$ cat config.mk
export PLATFORM = sky130hd
export DESIGN_NAME = adc_capture_fifo_flat
export DESIGN_NICKNAME = d
export VERILOG_FILES = /design/src/rtl/adc_capture_fifo_if.sv /design/src/rtl/adc_capture_fifo.sv /design/src/flat_wrapper.sv
export SDC_FILE = /design/constraint.sdc
export NUM_CORES = 1
export LEC_CHECK = 0
export CAP_MARGIN = 20
export CORE_MARGIN = 3
export CORE_UTILIZATION = 58
export CTS_CLUSTER_DIAMETER = 30
export DETAILED_ROUTE_END_ITERATION = 12
export MAX_ROUTING_LAYER = met4
export PLACE_DENSITY = 0.95
export RECOVER_POWER = 100
export REMOVE_ABC_BUFFERS = 1
export SLEW_MARGIN = 20
export SYNTH_ARGS = -nofsm -noshare
export SYNTH_HDL_FRONTEND = slang
export SYNTH_SLANG_ARGS = --single-unit
$ cat constraint.sdc
create_clock -name clock -period 3.71 [get_ports clock]
set_clock_uncertainty 0.05 [all_clocks]
set_input_delay 0.5565 -clock clock [delete_from_list [all_inputs] [get_ports clock]]
set_output_delay 0.5565 -clock clock [all_outputs]
set_load 0.005 [all_outputs]
$ cat src/rtl/adc_capture_fifo_if.sv
// Consumer-side sample stream of adc_capture_fifo: first-word-fall-through head with valid/ready.
interface adc_capture_fifo_if #(
   parameter int OUT_WIDTH = 16
);
   logic [OUT_WIDTH-1:0] sampleData;
   logic                 sampleValid;
   logic                 sampleReady;

   modport master (output sampleData, output sampleValid, input sampleReady);
   modport slave  (input sampleData, input sampleValid, output sampleReady);
endinterface

$ cat src/rtl/adc_capture_fifo.sv
// Negedge ADC capture stage: input register, left-justify, FWFT FIFO, sticky overflow, clip counter.
// Optional ADC_TEST_PATTERN_EN: testMode selects an internal ADC_WIDTH-bit ramp instead of adcDatabus.
module adc_capture_fifo #(
   parameter int ADC_WIDTH  = 10,
   parameter int OUT_WIDTH  = 16,
   parameter int FIFO_DEPTH = 4
) (
   input  logic                 clock,
   input  logic                 nReset,
   input  logic                 runFlag,
   input  logic                 testMode,
   input  logic [ADC_WIDTH-1:0] adcDatabus,
   adc_capture_fifo_if.master   sampleBus,
   output logic                 overflow,
   output logic [15:0]          clipCount
);
   localparam int PTR_W = $clog2(FIFO_DEPTH);
   localparam int SHIFT = OUT_WIDTH - ADC_WIDTH;

   typedef enum logic [1:0] {IDLE, RUN, FLUSH} state_t;

   state_t               stateReg, stateNext;
   logic                 doCapture, runStart;
   logic [ADC_WIDTH-1:0] captureValue;
   logic [ADC_WIDTH-1:0] inData;
   logic                 inValid;
   logic [OUT_WIDTH-1:0] justified;
   logic [OUT_WIDTH-1:0] mem [FIFO_DEPTH];
   logic [PTR_W:0]       wrPtr, rdPtr;
   logic                 fifoEmpty, fifoFull, pop, push, isClip;

   always_ff @(negedge clock or negedge nReset) begin
      if (!nReset) stateReg <= IDLE;
      else         stateReg <= stateNext;
   end

   always_comb begin
      stateNext = stateReg;
      doCapture = 1'b0;
      runStart  = 1'b0;
      case (stateReg)
         IDLE: if (runFlag) begin
            stateNext = RUN;
            doCapture = 1'b1;
            runStart  = 1'b1;
         end
         RUN: if (runFlag) doCapture = 1'b1;
              else         stateNext = FLUSH;
         // runFlag is deliberately not sampled here; a restart goes through IDLE
         FLUSH: if (fifoEmpty && !inValid) stateNext = IDLE;
         default: stateNext = IDLE;
      endcase
   end

`ifdef ADC_TEST_PATTERN_EN
   logic [ADC_WIDTH-1:0] testCount;
   logic [ADC_WIDTH-1:0] testBase;

   assign testBase     = runStart ? '0 : testCount;
   assign captureValue = testMode ? testBase : adcDatabus;

   always_ff @(negedge clock or negedge nReset) begin
      if (!nReset)        testCount <= '0;
      else if (doCapture) testCount <= testBase + ADC_WIDTH'(1);
   end
`else
   logic unusedTestMode;
   assign unusedTestMode = testMode;
   assign captureValue   = adcDatabus;
`endif

   always_ff @(negedge clock or negedge nReset) begin
      if (!nReset) begin
         inValid <= 1'b0;
         inData  <= '0;
      end else begin
         inValid <= doCapture;
         if (doCapture) inData <= captureValue;
      end
   end

   assign justified = OUT_WIDTH'(inData) << SHIFT;
   assign fifoEmpty = (wrPtr == rdPtr);
   assign fifoFull  = (wrPtr[PTR_W-1:0] == rdPtr[PTR_W-1:0]) && (wrPtr[PTR_W] != rdPtr[PTR_W]);
   assign pop       = !fifoEmpty && sampleBus.sampleReady;
   // A pop on the same edge frees the slot the write lands in
   assign push      = inValid && (!fifoFull || pop);
   assign isClip    = inValid && ((inData == '0) || (inData == '1));

   always_ff @(negedge clock) begin
      if (push) mem[wrPtr[PTR_W-1:0]] <= justified;
   end

   always_ff @(negedge clock or negedge nReset) begin
      if (!nReset) begin
         wrPtr <= '0;
         rdPtr <= '0;
      end else begin
         if (push) wrPtr <= wrPtr + 1'b1;
         if (pop)  rdPtr <= rdPtr + 1'b1;
      end
   end

   always_ff @(negedge clock or negedge nReset) begin
      if (!nReset) begin
         overflow  <= 1'b0;
         clipCount <= '0;
      end else if (runStart) begin
         overflow  <= 1'b0;
         clipCount <= '0;
      end else begin
         if (inValid && !push) overflow <= 1'b1;
         if (isClip && (clipCount != 16'hFFFF)) clipCount <= clipCount + 16'd1;
      end
   end

   // Head gated to zero when empty so the storage array needs no reset
   assign sampleBus.sampleValid = !fifoEmpty;
   assign sampleBus.sampleData  = fifoEmpty ? '0 : mem[rdPtr[PTR_W-1:0]];
endmodule

$ cat src/flat_wrapper.sv
// flat-port wrapper written by rule: the top's interface ports become plain ports
module adc_capture_fifo_flat 
#(
   parameter int ADC_WIDTH  = 10,
   parameter int OUT_WIDTH  = 16,
   parameter int FIFO_DEPTH = 4
)
  (clock, nReset, runFlag, testMode, adcDatabus, overflow, clipCount, sampleBus_sampleData, sampleBus_sampleValid, sampleBus_sampleReady);
  adc_capture_fifo_if #(.OUT_WIDTH(OUT_WIDTH)) sampleBus_i ();
  input  logic clock;
  input  logic nReset;
  input  logic runFlag;
  input  logic testMode;
  input  logic [ADC_WIDTH-1:0] adcDatabus;
  output logic overflow;
  output logic [15:0] clipCount;
  output wire logic [$bits(sampleBus_i.sampleData)-1:0] sampleBus_sampleData;
  output wire logic [$bits(sampleBus_i.sampleValid)-1:0] sampleBus_sampleValid;
  input wire logic [$bits(sampleBus_i.sampleReady)-1:0] sampleBus_sampleReady;
  assign sampleBus_sampleData = sampleBus_i.sampleData;
  assign sampleBus_sampleValid = sampleBus_i.sampleValid;
  assign sampleBus_i.sampleReady = sampleBus_sampleReady;
  adc_capture_fifo #(.ADC_WIDTH(ADC_WIDTH), .OUT_WIDTH(OUT_WIDTH), .FIFO_DEPTH(FIFO_DEPTH)) u_core (.clock(clock), .nReset(nReset), .runFlag(runFlag), .testMode(testMode), .adcDatabus(adcDatabus), .sampleBus(sampleBus_i), .overflow(overflow), .clipCount(clipCount));
endmodule
==> results.txt <==
- The flow ran to the end, but the final reports show violations.
- Violations in the final reports: negative setup slack
- Registers take 2100 um2.
* FF+latch count, synth: 76
- Share of layout cells above drive strength 1: 29.5%
- Sequential cells account for 37.2% of the total power.
- 49 I/O pins were placed.
- In the post-route analysis, the smallest setup slack over all paths is -0.620 ns.
* Number of endpoints with negative hold slack in the final report: 0
- Hold Crit Depth: 1
* Cell area after technology mapping: 3420 um2
* Internal power: 2340 uW
* Wire length of the first global-routing pass: 14,700 um
- Number of nets with antenna violations after routing: 0
- Setup repair after global routing could not meet its margin everywhere.
- Critical register-to-register path endpoint: u_core.clipCount[3]
- The worst setup path is launched from a flip-flop.
- Measured in cells, the most critical reg-to-reg path has a length of 7.
- Min Hold Slack: 0.365 ns
* Flop2flop setup slack: 1.27 ns
- Maximum vdd drop: 514 uV
- The most critical setup path has its endpoint at sampleBus_sampleData[9].
- In this run, CTS created clock tree buffers numbering 9.
- Once placement finished, the instance area stood at 4090 um2.
- The critical path is of the flip-flop to output port type.
* Class of the tightest hold or removal check: flip-flop to flip-flop
- The clock network is responsible for 24.5% of the overall power.
- OpenSTA, run right after detailed placement, puts the worst setup slack at -0.725 ns.
* Number of warning messages in the yosys log: 0
* Post-synth EDFFs: 40
* Wire per inst: 20.0 um
* Pleak: 0.00209 uW
* Starting utilization of the core area: 61.0%
- Along the worst path, the maximum fanout reaches 6.
- Launching point of the worst reg2reg path: u_core.clipCount[1]
- Die Span X: 82.8 um
* Total wirelength of the detailed-routed design: 9200 um
* CTS sink cnt: 76
* Req. time, crit path: 3.10 ns
- The number of antenna diodes in the final layout is 0.
- Core Region: 5610 um2
- Count leader, synth: sky130_fd_sc_hd__edfxtp_1
* Number of levels in the clock H-tree: 3
- The via count of the first global-routing pass was 2,817.
- For this run, design rule violations remaining after detail routing come to 0.
* Critical path endpoint category: output port
- Net switching is 35.7% of the power.
- Dividing total power by cell area gives a power density of 782 nW/um2.
- Clock insertion delay at the later pin of the skew report: 0.44 ns
- In the final layout, the multi-input gates occupy 1310 um2.
- Setup violations remaining at the end of the flow were counted as 19.
- Top cells by instance count after synthesis: 40 x sky130_fd_sc_hd__edfxtp_1, 36 x sky130_fd_sc_hd__dfrtn_1, 12 x sky130_fd_sc_hd__mux2_2
* Pin count of the biggest net entering global routing: 37
- TritonCTS built the clock tree.
- Main flop type after synthesis: sky130_fd_sc_hd__edfxtp_1
- Count of fill cells added during filler insertion: 319
- Routability-driven placement finished with a final weighted congestion of 0.958.
* Largest cells by area after synthesis: sky130_fd_sc_hd__edfxtp_1 35%, sky130_fd_sc_hd__dfrtn_1 26%, sky130_fd_sc_hd__mux4_2 6.6%
- After clock tree synthesis, the flow added hold-fix buffers numbering 0.
- The detailed router placed 2,717 vias in this run.
- Syn Area/Cell: 13.6 um2
- The net count of the finished layout is 403.
- Input and output buffers added on the ports amount to 41.
- Sequential cell area fraction in the yosys report: 61.5%
- The floorplan has 27 rows.
- Overall die area: 6850 um2
- Counting along the longest clock path gives a buffer depth of 2.
- Across every metal layer, demand over resource in global routing totals 31.4%.
- Normalized max-slew margin: 40.4%
* DPL Wire Length: 5190 um
- The synthesized design spends more area on one cell type than any other, namely sky130_fd_sc_hd__edfxtp_1.
- GRT overflow: 0
* Antenna violations before repair: 0
- The finished cells cover 4650 um2.
- DRC marker count from the first detailed-route iteration: 277
- Total iterations of the first detailed-routing run: 5
* Area share of the largest cell type after synthesis: 35.1%
- Distinct cells, synth: 42
* Worst slew pin tran: 0.895 ns
- Gate Count Post-Synth: 252
* Max-slew violation total from the final report: 0
* Asr flop ratio synth: 47.4%
- Setup total negative slack: -6.39 ns
* Clock-pin slew on the worst setup and hold paths: 0.06 ns
- Max-cap check violation count: 0
- Number of instances in the placed design: 384
* Area growth from synthesis to layout: 36.0%
- Layout Cells excl Fill: 459
- Tracing the worst setup path back leads to its startpoint at u_core.rdPtr[0].
- Arrival @ worst endpoint: 3.72 ns
- Comb power frac: 38.3%
- Clock Tree Root: sky130_fd_sc_hd__clkbuf_8
- Switch Pwr: 1300 uW
- Using the TritonRoute via totals, the vias-per-cell ratio works out to 5.92.
- Die height: 82.8 um
what timing repair did:
action	in CTS	in global routing
cloned	1	0
buffers inserted	19	0
gates resized for setup	88	8
setup endpoints to repair	70	11
pin swaps	11	0
sequential cells by signal, indices dropped and copies added, names as in the netlist:
| register | count |
|---|---|
| u_core.clipCount | 16 |
| u_core.inData | 10 |
| u_core.inValid | 1 |
| u_core.mem | 40 |
| u_core.overflow | 1 |
| u_core.rdPtr | 3 |
| u_core.stateReg | 2 |
| u_core.wrPtr | 3 |
area by class of cell:
| class | instances | share of cell area (%) |
|---|---|---|
| clock buffers | 10 | 2.96 |
| multi-input cells | 159 | 28.2 |
| repair buffers | 89 | 16.2 |
| flip-flops and latches | 76 | 45.2 |
| well taps | 72 | 1.94 |
| clock inverters | 46 | 4.98 |
| inverters | 7 | 0.565 |
kinds of logic (layout without fill, tap and decap cells):
group,after synthesis,in the layout,share of synthesized area [%]
compound gates,35,35,6.59
flops,76,76,61.5
simple gates,79,80,12.9
other cells,1,6,0.110
buf+inv,23,152,3.48
fa+ha+maj,6,6,2.20
xor+xnor,7,7,1.79
mux,25,25,11.4
routing by layer:
| layer | global-route usage [%] | up-vias | routed length, um |
|---|---|---|---|
| li1 | - | 1197 | - |
| met4 | 12.1 | 0 | 327 |
| met3 | 6.37 | 36 | 701 |
| met5 | - | - | 0 |
| met1 | 37.4 | 1341 | 3490 |
| met2 | 52.8 | 143 | 4680 |
critical path: stages, from the launching register on:
cell and delay, ns:
sky130_fd_sc_hd__dfrtn_1 0.50, sky130_fd_sc_hd__buf_6 0.18, sky130_fd_sc_hd__buf_6 0.10, sky130_fd_sc_hd__mux4_2 0.49, sky130_fd_sc_hd__and2_4 0.15, sky130_fd_sc_hd__buf_6 0.10
stage by stage:
step,total power (uW),utilization [%]
2_1_floorplan,1890,-
3_3_place_gp,2440,73.0
3_5_place_dp,2530,73.0
4_1_cts,3570,83.4
5_1_grt,3820,82.9
6_report,3630,82.9
power by group through the flow:
| stage | combinational [uW] | sequential [uW] | clock (uW) |
|---|---|---|---|
| after floorplan | 508 | 1320 | 66.2 |
| after global placement | 1070 | 1310 | 66.2 |
| after detailed placement | 1130 | 1330 | 66.2 |
| after CTS | 1360 | 1340 | 873 |
| after global routing | 1490 | 1380 | 954 |
| final | 1390 | 1350 | 891 |
placed cells by master (no fill, tap or decap), types with 8 or more instances in the layout:
cell type / count
sky130_fd_sc_hd__clkdlybuf4s50_1: 10
sky130_fd_sc_hd__dfrtn_1: 36
sky130_fd_sc_hd__dlygate4sd2_1: 18
sky130_fd_sc_hd__inv_1: 47
sky130_fd_sc_hd__edfxtp_1: 40
sky130_fd_sc_hd__mux2_2: 12
sky130_fd_sc_hd__nand2_1: 10
sky130_fd_sc_hd__clkbuf_8: 10
sky130_fd_sc_hd__nand3_1: 8
sky130_fd_sc_hd__buf_4: 28
sky130_fd_sc_hd__a21oi_1: 11
sky130_fd_sc_hd__mux4_2: 10
sky130_fd_sc_hd__buf_6: 14
how the worst min path moves through the flow:
stage / from / end / slack [ns]
after global placement: u_core.stateReg[1] / u_core.stateReg[0] / 0.34
after global routing: u_core.stateReg[1] / u_core.stateReg[0] / 0.42
after CTS: u_core.stateReg[1] / u_core.stateReg[0] / 0.37
final: u_core.stateReg[1] / u_core.stateReg[0] / 0.36
after floorplan: u_core.stateReg[1] / u_core.stateReg[0] / 0.32
after detailed placement: u_core.stateReg[1] / u_core.stateReg[0] / 0.37
Note: power is estimated with default switching activity, not from simulation.
